$ cat config.mk
export PLATFORM = sky130hd
export DESIGN_NAME = anabellek_hakem_flat
export DESIGN_NICKNAME = d
export VERILOG_FILES = /design/src/rtl/anabellek_hakem_if.sv /design/src/rtl/anabellek_hakem.sv /design/src/flat_wrapper.sv
export SDC_FILE = /design/constraint.sdc
export NUM_CORES = 1
export LEC_CHECK = 0
export CORE_AREA = 2 2 292 294
export CTS_CLUSTER_DIAMETER = 150
export DETAILED_ROUTE_END_ITERATION = 8
export DIE_AREA = 0 0 294 296
export PLACE_DENSITY = 0.34
export SYNTH_ARGS = -nofsm -noshare
export SYNTH_HDL_FRONTEND = slang
export SYNTH_SLANG_ARGS = --single-unit
$ cat constraint.sdc
create_clock -name clk_i -period 3.3 [get_ports clk_i]
set_input_delay 0.99 -clock clk_i [delete_from_list [all_inputs] [get_ports clk_i]]
set_output_delay 0.99 -clock clk_i [all_outputs]
set_load 0.01 [all_outputs]
$ cat src/rtl/anabellek_hakem_if.sv
// Bus bundle between the two caches, the arbiter and the anabellek controller.
// slave is the arbiter's view; master is the surrounding caches/controller view.
interface anabellek_hakem_if;
  logic         b_istek_i;
  logic [31:0]  b_adres_i;
  logic         b_musait_o;
  logic         b_hazir_o;
  logic [127:0] b_obek_o;

  logic         v_istek_i;
  logic [31:0]  v_adres_i;
  logic         v_yaz_i;
  logic [127:0] v_obek_i;
  logic         v_musait_o;
  logic         v_hazir_o;
  logic [127:0] v_obek_o;

  logic         anabellek_musait_i;
  logic         anabellek_hazir_i;
  logic [127:0] anabellek_obek_i;
  logic         anabellek_istek_o;
  logic [31:0]  anabellek_adres_o;
  logic         anabellek_oku_o;
  logic         anabellek_yaz_o;
  logic [127:0] anabellek_obek_o;

  logic         hata_o;

  modport slave (
    input  b_istek_i, b_adres_i, v_istek_i, v_adres_i, v_yaz_i, v_obek_i,
           anabellek_musait_i, anabellek_hazir_i, anabellek_obek_i,
    output b_musait_o, b_hazir_o, b_obek_o, v_musait_o, v_hazir_o, v_obek_o,
           anabellek_istek_o, anabellek_adres_o, anabellek_oku_o, anabellek_yaz_o,
           anabellek_obek_o, hata_o
  );

  modport master (
    output b_istek_i, b_adres_i, v_istek_i, v_adres_i, v_yaz_i, v_obek_i,
           anabellek_musait_i, anabellek_hazir_i, anabellek_obek_i,
    input  b_musait_o, b_hazir_o, b_obek_o, v_musait_o, v_hazir_o, v_obek_o,
           anabellek_istek_o, anabellek_adres_o, anabellek_oku_o, anabellek_yaz_o,
           anabellek_obek_o, hata_o
  );
endinterface

$ cat src/rtl/anabellek_hakem.sv
// Round-robin arbiter sharing the anabellek controller between the buyruk and veri caches,
// one latched transaction at a time, with a watchdog that aborts hung transfers.
module anabellek_hakem #(
  parameter int unsigned ZAMAN_ASIMI = 1024,
  parameter bit          VERI_ONCE   = 1'b1
) (
  input logic              clk_i,
  input logic              rst_i,
  anabellek_hakem_if.slave bus_io
);

  localparam int unsigned SayacW = $clog2(ZAMAN_ASIMI);
  localparam logic [SayacW-1:0] SayacSon = SayacW'(ZAMAN_ASIMI - 1);

  localparam logic [1:0] StBosta  = 2'd0;
  localparam logic [1:0] StBuyruk = 2'd1;
  localparam logic [1:0] StVeri   = 2'd2;

  logic [1:0]        durum_q, durum_d;
  logic              sira_q, sira_d;
  logic [31:0]       adres_q, adres_d;
  logic              yaz_q, yaz_d;
  logic [127:0]      obek_q, obek_d;
  logic [SayacW-1:0] sayac_q, sayac_d;

  logic aktif, bitti, zaman_doldu, musait, veri_kazandi;

  // Outputs are gated by rst_i so everything reads 0 while reset is held, even mid-transfer.
  always_comb begin
    aktif       = rst_i && (durum_q != StBosta);
    bitti       = aktif && bus_io.anabellek_hazir_i;
    zaman_doldu = aktif && !bus_io.anabellek_hazir_i && (sayac_q == SayacSon);
    musait      = rst_i && (durum_q == StBosta) && bus_io.anabellek_musait_i;
  end

  always_comb begin
    durum_d      = durum_q;
    sira_d       = sira_q;
    adres_d      = adres_q;
    yaz_d        = yaz_q;
    obek_d       = obek_q;
    sayac_d      = sayac_q;
    veri_kazandi = 1'b0;
    if (durum_q == StBosta) begin
      sayac_d = '0;
      if (musait && (bus_io.b_istek_i || bus_io.v_istek_i)) begin
        veri_kazandi = bus_io.v_istek_i && (!bus_io.b_istek_i || sira_q);
        // On a tie the loser is favoured next time.
        if (bus_io.b_istek_i && bus_io.v_istek_i) begin
          sira_d = !veri_kazandi;
        end
        if (veri_kazandi) begin
          durum_d = StVeri;
          adres_d = {bus_io.v_adres_i[31:4], 4'b0};
          yaz_d   = bus_io.v_yaz_i;
          obek_d  = bus_io.v_obek_i;
        end else begin
          durum_d = StBuyruk;
          adres_d = {bus_io.b_adres_i[31:4], 4'b0};
          yaz_d   = 1'b0;
          obek_d  = '0;
        end
      end
    end else if (bitti || zaman_doldu) begin
      durum_d = StBosta;
      sayac_d = '0;
    end else begin
      sayac_d = sayac_q + 1'b1;
    end
  end

  always_ff @(posedge clk_i) begin
    if (!rst_i) begin
      durum_q <= StBosta;
      sira_q  <= VERI_ONCE;
      adres_q <= '0;
      yaz_q   <= 1'b0;
      obek_q  <= '0;
      sayac_q <= '0;
    end else begin
      durum_q <= durum_d;
      sira_q  <= sira_d;
      adres_q <= adres_d;
      yaz_q   <= yaz_d;
      obek_q  <= obek_d;
      sayac_q <= sayac_d;
    end
  end

  always_comb begin
    bus_io.b_musait_o        = musait;
    bus_io.v_musait_o        = musait;
    bus_io.anabellek_istek_o = aktif && !bus_io.anabellek_hazir_i;
    bus_io.anabellek_adres_o = aktif ? adres_q : '0;
    bus_io.anabellek_oku_o   = aktif && !yaz_q;
    bus_io.anabellek_yaz_o   = aktif && yaz_q;
    bus_io.anabellek_obek_o  = aktif ? obek_q : '0;
    bus_io.b_hazir_o         = bitti && (durum_q == StBuyruk);
    bus_io.v_hazir_o         = bitti && (durum_q == StVeri);
    bus_io.b_obek_o          = bus_io.b_hazir_o ? bus_io.anabellek_obek_i : '0;
    bus_io.v_obek_o          = bus_io.v_hazir_o ? bus_io.anabellek_obek_i : '0;
    bus_io.hata_o            = zaman_doldu;
  end

endmodule

$ cat src/flat_wrapper.sv
// flat-port wrapper written by rule: the top's interface ports become plain ports
module anabellek_hakem_flat 
#(
  parameter int unsigned ZAMAN_ASIMI = 1024,
  parameter bit          VERI_ONCE   = 1'b1
)
  (clk_i, rst_i, bus_io_b_istek_i, bus_io_b_adres_i, bus_io_v_istek_i, bus_io_v_adres_i, bus_io_v_yaz_i, bus_io_v_obek_i, bus_io_anabellek_musait_i, bus_io_anabellek_hazir_i, bus_io_anabellek_obek_i, bus_io_b_musait_o, bus_io_b_hazir_o, bus_io_b_obek_o, bus_io_v_musait_o, bus_io_v_hazir_o, bus_io_v_obek_o, bus_io_anabellek_istek_o, bus_io_anabellek_adres_o, bus_io_anabellek_oku_o, bus_io_anabellek_yaz_o, bus_io_anabellek_obek_o, bus_io_hata_o);
  anabellek_hakem_if bus_io_i ();
  input logic clk_i;
  input logic rst_i;
  input wire logic [$bits(bus_io_i.b_istek_i)-1:0] bus_io_b_istek_i;
  input wire logic [$bits(bus_io_i.b_adres_i)-1:0] bus_io_b_adres_i;
  input wire logic [$bits(bus_io_i.v_istek_i)-1:0] bus_io_v_istek_i;
  input wire logic [$bits(bus_io_i.v_adres_i)-1:0] bus_io_v_adres_i;
  input wire logic [$bits(bus_io_i.v_yaz_i)-1:0] bus_io_v_yaz_i;
  input wire logic [$bits(bus_io_i.v_obek_i)-1:0] bus_io_v_obek_i;
  input wire logic [$bits(bus_io_i.anabellek_musait_i)-1:0] bus_io_anabellek_musait_i;
  input wire logic [$bits(bus_io_i.anabellek_hazir_i)-1:0] bus_io_anabellek_hazir_i;
  input wire logic [$bits(bus_io_i.anabellek_obek_i)-1:0] bus_io_anabellek_obek_i;
  output wire logic [$bits(bus_io_i.b_musait_o)-1:0] bus_io_b_musait_o;
  output wire logic [$bits(bus_io_i.b_hazir_o)-1:0] bus_io_b_hazir_o;
  output wire logic [$bits(bus_io_i.b_obek_o)-1:0] bus_io_b_obek_o;
  output wire logic [$bits(bus_io_i.v_musait_o)-1:0] bus_io_v_musait_o;
  output wire logic [$bits(bus_io_i.v_hazir_o)-1:0] bus_io_v_hazir_o;
  output wire logic [$bits(bus_io_i.v_obek_o)-1:0] bus_io_v_obek_o;
  output wire logic [$bits(bus_io_i.anabellek_istek_o)-1:0] bus_io_anabellek_istek_o;
  output wire logic [$bits(bus_io_i.anabellek_adres_o)-1:0] bus_io_anabellek_adres_o;
  output wire logic [$bits(bus_io_i.anabellek_oku_o)-1:0] bus_io_anabellek_oku_o;
  output wire logic [$bits(bus_io_i.anabellek_yaz_o)-1:0] bus_io_anabellek_yaz_o;
  output wire logic [$bits(bus_io_i.anabellek_obek_o)-1:0] bus_io_anabellek_obek_o;
  output wire logic [$bits(bus_io_i.hata_o)-1:0] bus_io_hata_o;
  assign bus_io_i.b_istek_i = bus_io_b_istek_i;
  assign bus_io_i.b_adres_i = bus_io_b_adres_i;
  assign bus_io_i.v_istek_i = bus_io_v_istek_i;
  assign bus_io_i.v_adres_i = bus_io_v_adres_i;
  assign bus_io_i.v_yaz_i = bus_io_v_yaz_i;
  assign bus_io_i.v_obek_i = bus_io_v_obek_i;
  assign bus_io_i.anabellek_musait_i = bus_io_anabellek_musait_i;
  assign bus_io_i.anabellek_hazir_i = bus_io_anabellek_hazir_i;
  assign bus_io_i.anabellek_obek_i = bus_io_anabellek_obek_i;
  assign bus_io_b_musait_o = bus_io_i.b_musait_o;
  assign bus_io_b_hazir_o = bus_io_i.b_hazir_o;
  assign bus_io_b_obek_o = bus_io_i.b_obek_o;
  assign bus_io_v_musait_o = bus_io_i.v_musait_o;
  assign bus_io_v_hazir_o = bus_io_i.v_hazir_o;
  assign bus_io_v_obek_o = bus_io_i.v_obek_o;
  assign bus_io_anabellek_istek_o = bus_io_i.anabellek_istek_o;
  assign bus_io_anabellek_adres_o = bus_io_i.anabellek_adres_o;
  assign bus_io_anabellek_oku_o = bus_io_i.anabellek_oku_o;
  assign bus_io_anabellek_yaz_o = bus_io_i.anabellek_yaz_o;
  assign bus_io_anabellek_obek_o = bus_io_i.anabellek_obek_o;
  assign bus_io_hata_o = bus_io_i.hata_o;
  anabellek_hakem #(.ZAMAN_ASIMI(ZAMAN_ASIMI), .VERI_ONCE(VERI_ONCE)) u_core (.clk_i(clk_i), .rst_i(rst_i), .bus_io(bus_io_i));
endmodule
# [Yosys cells after proc, flatten, opt, wreduce, memory -nomap -nowiden]
# Cells that the tools add are included.
[word_totals] output_inout_bits=424 inputBits=327 elab_cells=50 register_bits=174
[classes] mux=11 add_sub_neg=1 bitwise_logic=1 reduce_logical=27 n_eq_ne=4
[ops] cell="128-bit two-way mux" count=4
[ops] cell="32-bit two-way mux" count=2
[ops] cell="1-bit logical AND" count=13
[ops] cell="10-bit by 1-bit adder with 10-bit output (second input constant)" count=1
[ops] cell="10-bit == test (second input constant)" count=1
[ops] cell="2-bit two-way mux" count=4
[ops] cell="1-bit logical NOT" count=4
[ops] cell="2-bit AND reduction" count=2
[ops] cell="2-bit nonzero test" count=2
[ops] cell="1-bit logical OR" count=3
[ops] cell="3-bit AND reduction" count=1
[ops] cell="3-bit OR reduction" count=1
[ops] cell="2-bit by 1-bit == test with 1-bit output (second input constant)" count=1
[ops] cell="2-bit == test (second input constant)" count=1
[ops] cell="2-bit logical NOT" count=1
[ops] cell="2-bit inequality test (second input constant)" count=1
[ops] cell="1-bit two-way mux" count=1
[ops] cell="1-bit NOT" count=1

# [Depth between registers and ports, before layout]
# Gate-level depths: netlist (run 1).
[depth] word_depth=7 mapped_depth=8 mapped_depth_nobuf=5

# [Least setup slack after synthesis (run 1)]
# Ideal clock, no wire load.
[synth_path] path_type="input -> output" from="input rst_i" to="output bus_io_v_obek_o[108]" cell_stages=6 required_time_ps=2310 arrival_ps=2071 path_slack_ps=239 n_path_buf=3 path_cell_list="buf_2 > nand2_1 > nor3b_2 > clkbuf_1 > clkbuf_1 > and2_1"
[synth_via] elab_chain_cells=4
[synth_rtl] element="start, declared" line_no="flat_wrapper.sv:10" source="input logic rst_i;"
[synth_rtl] element="1-bit logical AND" line_no="anabellek_hakem.sv:30" source="aktif = rst_i && (durum_q != StBosta);"
[synth_rtl] element="1-bit logical AND" line_no="anabellek_hakem.sv:31" source="bitti = aktif && bus_io.anabellek_hazir_i;"
[synth_rtl] element="1-bit logical AND" line_no="anabellek_hakem.sv:99" source="bus_io.v_hazir_o = bitti && (durum_q == StVeri);"
[synth_rtl] element="128-bit two-way mux" line_no="anabellek_hakem.sv:101" source="bus_io.v_obek_o = bus_io.v_hazir_o ? bus_io.anabellek_obek_i : '0;"
[synth_rtl] element="end, declared" line_no="flat_wrapper.sv:25" source="output wire logic [$bits(bus_io_i.v_obek_o)-1:0] bus_io_v_obek_o;"
# No other way between the ends.

# [Worst setup path after layout (run 1)]
[layout_path] from="input rst_i" to="output bus_io_v_obek_o[30]"
# Same word-level chain as after synthesis.

==> flow_metrics.py, run 1 <==
metrics = {
    "outcome": {
        "status": "finished clean",
    },
    "setup_path": {
        "critPathKind": "in -> out",
        "cp_max_fo": 5,
        "cp-end-kind": "primary output",
        "cp.required_ps": 2310,
        "setup.worst_path.start_class": "primary input",
        "cp_data_arrival_time_ps": 2290,
    },
    "grt": {
        "grt_pass1_wl_mm": 92.4,
        "grt_overflow": 0,
        "grt_max_degree": 87,
        "grt_use_total": 0.151,
        "antenna_found_initial": 13,
        "grt_pass1_vias": 11945,
    },
    "final_layout": {
        "nets": 2326,
        "area_delta_synth_final_pct": 102,
        "fillCellCount": 9292,
        "drive_gt1_frac": 0.176,
    },
    "power_and_ir_drop": {
        "switching_share": 0.272,
        "pwr_density_cell_mw_per_mm2": 280,
        "p_comb_frac": 0.203,
        "power_switching_uw": 1500,
        "leakagePower_uw": 0.00844,
        "ir_drop_uv": 378,
        "clockPowerShare": 0.406,
        "sequentialPowerShare": 0.391,
        "intPower_uw": 4010,
    },
    "timing": {
        "grt_setup_unrepaired": "yes",
        "fmax_mhz": 305,
        "period_share": 0.994,
        "worst_pin_slew_ps": 918,
        "hold_ws_ps": 443,
        "finClkSkew_ps": 13.5,
        "fin_tns_setup_ps": 0,
        "setup_violations": 0,
        "drv_slew": 0,
        "maxSlewHeadroom": 0.388,
        "hold_violations": 0,
        "worst_slack_ps": 20.2,
        "fin_crit_ps": 3280,
    },
    "placement": {
        "port_buffers": 738,
        "post-place-ws_ps": -769,
        "gp_congestion": 0.847,
        "dpl.hpwl_mm": 53.7,
    },
    "detailed_routing": {
        "vias_per_cell": 3.71,
        "wl_mm": 68.5,
        "firstDrtPassIters": 5,
        "vias": 11524,
        "first_iter_violations": 327,
        "drc": 0,
        "ant_nets": 0,
        "wl_per_cell_um": 22.1,
    },
    "yosys": {
        "syn_avg_cell_area_sq_um": 7.69,
        "netlist_area_sq_mm": 0.00974,
        "synthCells": 1267,
        "yosysSeqAreaShare": 0.349,
        "ys.warnings.count": 0,
        "synth_async_sr_flop_share": 0,
        "ys_types": 36,
        "synth_edf_count": 0,
        "ys_seq_elements": 170,
        "synth_flop_cell": "dfxtp_1",
    },
    "floorplan": {
        "ios": 751,
        "core_sq_mm": 0.0842,
        "die_y_um": 296,
        "initial_core_util": 0.116,
        "die_w_um": 294,
        "rows": 107,
        "die_area_sq_mm": 0.0870,
    },
    "cts": {
        "cts_buffer_depth": 2,
        "htreeDepth": 4,
        "cts_tree": "built",
        "cts_sinks": 170,
        "clk_pin_slew_ps": 70,
        "cts_buffers": 17,
        "insertion_delay_ps": 480,
        "clock-root-buffer": "clkbuf_16",
    },
    "worst_hold_path": {
        "hp-class": "reg -> reg",
    },
    "flow_run": {
        "maxCapViolations": 0,
    },
}
==> stage by stage <==
step | cell area, sq um | utilization | total power [uW] | cells
6_report | 19700 | 0.234 | 5510 | 3104
5_1_grt | 19700 | 0.234 | 5790 | 3104
4_1_cts | 19700 | 0.234 | 5660 | 3097
3_5_place_dp | 18900 | 0.224 | 3310 | 3035
3_3_place_gp | 18900 | 0.224 | 3310 | 3035
2_1_floorplan | 9750 | - | 2550 | 1270
==> cell families (layout without fill, tap and decap cells) <==
logic type               count (synthesis)  in the layout  share of synthesized area
XOR/XNOR                                 5              5                    0.00450
AND/OR/NAND/NOR                        735            735                      0.415
buffers and inverters                  128            869                     0.0666
AO/OA/AOI/OAI                          227            227                      0.163
other                                    1              7                   0.000385
adder cells (fa/ha/maj)                  1              1                    0.00128
flip-flops                             170            170                      0.349
==> cells in the mapped netlist (5+ instances only) <==
cell | count | share of area
clkbuf_1 | 75 | 0.029
a21boi_1 | 110 | 0.085
a21oi_1 | 31 | 0.016
nor2_1 | 9 | 0.0035
buf_2 | 21 | 0.011
a21oi_2 | 28 | 0.025
dfxtp_1 | 170 | 0.35
o21ai_0 | 32 | 0.016
a21boi_0 | 19 | 0.015
nand2_1 | 163 | 0.063
nand3_1 | 133 | 0.068
and2_1 | 413 | 0.27
buf_6 | 15 | 0.017
buf_1 | 5 | 0.0019
buf_4 | 7 | 0.0054
==> worst paths after layout <==
| kind | startpoint | to | slack, ps | cells after the start |
|---|---|---|---|---|
| setup / recovery | rst_i | bus_io_v_obek_o[30] | 20 | 9 |
| hold / removal | u_core.obek_q[41]$_SDFFE_PN0P_ | u_core.obek_q[41]$_SDFFE_PN0P_ | 440 | 2 |
| setup reg to reg | u_core.durum_q[0]$_SDFFE_PN0P_ | u_core.obek_q[98]$_SDFFE_PN0P_ | 1390 | 5 |
| hold reg to reg | u_core.obek_q[41]$_SDFFE_PN0P_ | u_core.obek_q[41]$_SDFFE_PN0P_ | 440 | 2 |
==> state kept, by name, indices dropped and copies added, names as in the netlist <==
register and flops:
u_core.sayac_q 10, u_core.adres_q 28, u_core.yaz_q 1, u_core.durum_q 2
u_core.sira_q 1, u_core.obek_q 128
==> layer usage <==
layer	global-route usage	wire [um]	up-vias	part of all wire
met5	0	80	-	0.0012
met2	0.286	36300	432	0.53
met3	0.0487	4940	73	0.072
met4	0.0703	2770	12	0.040
met1	0.149	24400	5449	0.36
li1	-	-	5558	-
==> power by group through the flow <==
stage / sequential, uW / combinational, uW / clock [uW]
after detailed placement: 2200 / 1110 / 0
after global placement: 2200 / 1110 / 0
after floorplan: 2190 / 366 / 0
final: 2150 / 1120 / 2230
after global routing: 2160 / 1210 / 2420
after CTS: 2150 / 1140 / 2370
==> cells in the final DEF (no fill, tap or decap), types with 31 or more instances in the layout <==
master           count
a21boi_1           110
a21oi_1             31
and2_1             391
buf_12              64
buf_2               67
buf_4               70
clkdlybuf4s50_1    370
dfxtp_1            169
dlygate4sd2_1      166
nand2_1            162
nand3_1            133
o21ai_0             31
==> layout make-up <==
| type | instances | area (sq um) | area share |
|---|---|---|---|
| Inverter | 3 | 11.3 | 0.000572 |
| Clock buffer | 24 | 492 | 0.0250 |
| Multi-Input combinational cell | 972 | 5800 | 0.295 |
| Clock inverter | 8 | 134 | 0.00680 |
| Tap cell | 1090 | 1360 | 0.0693 |
| Sequential cell | 170 | 3400 | 0.173 |
| Antenna cell | 3 | 7.51 | 0.000381 |
| Timing Repair Buffer | 834 | 8470 | 0.430 |
==> worst max-delay path, cell delays in order <==
cell and delay, ps:
buf_12 90, nand2_4 60, nor3b_4 230, buf_12 160
buf_4 120, buf_12 90, buf_12 90, and2_1 120
clkdlybuf4s15_1 320
==> repair_timing <==
item                       CTS  global route
gates cloned                 8             1
hold buffers                 0             0
pin swaps                    5             3
setup endpoints to repair  401           147
resized for setup          650            48
setup buffers               22             5
No activity file was read; power rests on OpenSTA's default activity.
==> run 2, diff against run 1 <==
Settings changed: ABC_CLOCK_PERIOD_IN_PS set to 3750, SLEW_MARGIN set to 20.
Clock period 3.3 ns to 3.75 ns, I/O delays scaled along.
==> run 2 against run 1 <==
Effect of this change:
- clock power is 13% lower
- total power shrank 13%
- setup slack gained 20 ps
- hold slack better by 0.92 ps
- final cell count down 0.77%
- count of clock-buffer cells in the layout shrank 3
- critical path type unchanged
- largest power group unchanged
- highest routed layer unchanged
==> flow_metrics.py, run 2 (synthesis gave the netlist of run 1 again) <==
metrics = {
    "floorplan": {
        "core_sq_mm": 0.0842,
        "rows": 107,
        "die_y_um": 296,
        "die_w_um": 294,
        "initial_core_util": 0.116,
        "ios": 751,
        "die_area_sq_mm": 0.0870,
    },
    "cts": {
        "clock-root-buffer": "clkbuf_16",
        "cts_buffer_depth": 2,
        "htreeDepth": 4,
        "cts_buffers": 17,
        "cts_tree": "built",
        "clk_pin_slew_ps": 70,
        "ctsHoldBuffers": 0,
        "cts_sinks": 170,
        "insertion_delay_ps": 480,
    },
    "detailed_routing": {
        "vias": 11502,
        "first_iter_violations": 397,
        "wl_per_cell_um": 22.0,
        "drc": 0,
        "firstDrtPassIters": 6,
        "ant_nets": 0,
        "wl_mm": 67.6,
        "vias_per_cell": 3.73,
    },
    "power_and_ir_drop": {
        "leakagePower_uw": 0.00784,
        "switching_share": 0.277,
        "intPower_uw": 3470,
        "total_power_uw": 4800,
        "p_comb_frac": 0.199,
        "clockPowerShare": 0.406,
        "ir_drop_uv": 373,
        "sequentialPowerShare": 0.395,
        "pwr_density_cell_mw_per_mm2": 247,
        "power_switching_uw": 1330,
    },
    "grt": {
        "grt_pass1_vias": 11862,
        "grt_max_degree": 81,
        "grt_overflow": 0,
        "grt_pass1_wl_mm": 91.1,
        "antenna_found_initial": 12,
        "grt_use_total": 0.149,
    },
    "final_layout": {
        "nets": 2302,
        "drive_gt1_frac": 0.129,
        "final_common_cell": "clkdlybuf4s50_1",
        "largest_reg_flops": 128,
        "area_delta_synth_final_pct": 99.9,
        "largestRegisters": "u_core.obek_q: 128 flops, u_core.adres_q: 28 flops, u_core.sayac_q: 10 flops",
        "fillCellCount": 9246,
        "layoutNonFillerInstCount": 3080,
        "ff_latch_area_sq_mm": 0.00340,
        "multi_input_area_sq_mm": 0.00577,
        "regMostFlops": "u_core.obek_q",
        "most-common-layout-cells": "468 x clkdlybuf4s50_1, 401 x and2_1, 170 x dfxtp_1, 162 x nand2_1, 139 x dlygate4sd2_1",
    },
    "placement": {
        "port_buffers": 738,
        "placed_cells": 3031,
        "dpl.hpwl_mm": 54.2,
        "gp_congestion": 0.820,
        "post-place-ws_ps": -588,
    },
    "timing": {
        "period_share": 0.989,
        "hold_ws_ps": 444,
        "grt_setup_unrepaired": "no",
        "worst_pin_slew_ps": 884,
        "drv_slew": 0,
        "maxSlewHeadroom": 0.411,
        "worst_slack_ps": 40.1,
        "setup_violations": 0,
        "hold_violations": 0,
        "finClkSkew_ps": 11.9,
        "fmax_mhz": 270,
        "fin_crit_ps": 3710,
    },
    "setup_path": {
        "setup.worst_path.start_class": "primary input",
        "cp-end-kind": "primary output",
        "cp_data_arrival_time_ps": 2580,
        "cp.required_ps": 2620,
        "cp_max_fo": 5,
        "critPathKind": "in -> out",
    },
    "worst_hold_path": {
        "hp-class": "reg -> reg",
    },
    "outcome": {
        "status": "finished clean",
    },
    "flow_run": {
        "maxCapViolations": 0,
    },
}
run 2: power by group through the flow:
stage | combinational [uW] | clock, uW | sequential [uW]
global placement | 979 | 0 | 1940
floorplan | 323 | 0 | 1920
global route | 1030 | 2100 | 1900
finish | 957 | 1950 | 1900
CTS | 985 | 2050 | 1900
detailed placement | 982 | 0 | 1940
run 2: worst max-delay path, stage by stage:
cell	delay [ps]
clkdlybuf4s15_2	200
nand2_2	90
nor3b_4	290
buf_4	170
buf_6	100
buf_16	120
and2_1	120
clkdlybuf4s15_1	360
run 2: area by class of cell:
class	instances	share of cell area
clock inverter	10	0.00726
clock buffer	21	0.0237
timing repair buffer	810	0.427
sequential	170	0.175
inverter	3	0.000578
tap	1090	0.0701
antenna	4	0.000514
multi-input combinational	972	0.296
run 2: worst paths after layout:
| path | from | to | slack, ps | depth (start not counted) |
|---|---|---|---|---|
| worst max-delay path | bus_io_anabellek_hazir_i | bus_io_v_obek_o[96] | 40 | 8 |
| worst min-delay path | u_core.obek_q[54]$_SDFFE_PN0P_ | u_core.obek_q[54]$_SDFFE_PN0P_ | 440 | 2 |
| worst max register to register | u_core.durum_q[0]$_SDFFE_PN0P_ | u_core.obek_q[47]$_SDFFE_PN0P_ | 1720 | 6 |
| worst min register to register | u_core.obek_q[54]$_SDFFE_PN0P_ | u_core.obek_q[54]$_SDFFE_PN0P_ | 440 | 2 |
run 2: what timing repair did:
item / CTS / global route
setup buffers: 9 / 0
endpoints found under the setup margin: 252 / 67
pin swaps: 3 / 1
gates resized for setup: 333 / 38
gates cloned: 5 / 0
run 2: per-stage QoR:
stage | cell area, sq um | utilization | setup TNS [ps]
after global routing | 19500 | 0.231 | 0
after detailed placement | 18800 | 0.224 | -108890
after floorplan | 9750 | - | 0
final | 19500 | 0.231 | 0
after global placement | 18800 | 0.224 | -103450
after CTS | 19500 | 0.232 | 0
run 2: per-layer routing:
layer,share of wire,vias to the layer above,GRT usage
met2,0.53,425,0.280
met1,0.35,5458,0.147
met4,0.038,16,0.0693
li1,-,5525,-
met3,0.074,78,0.0508
met5,0.0015,-,0
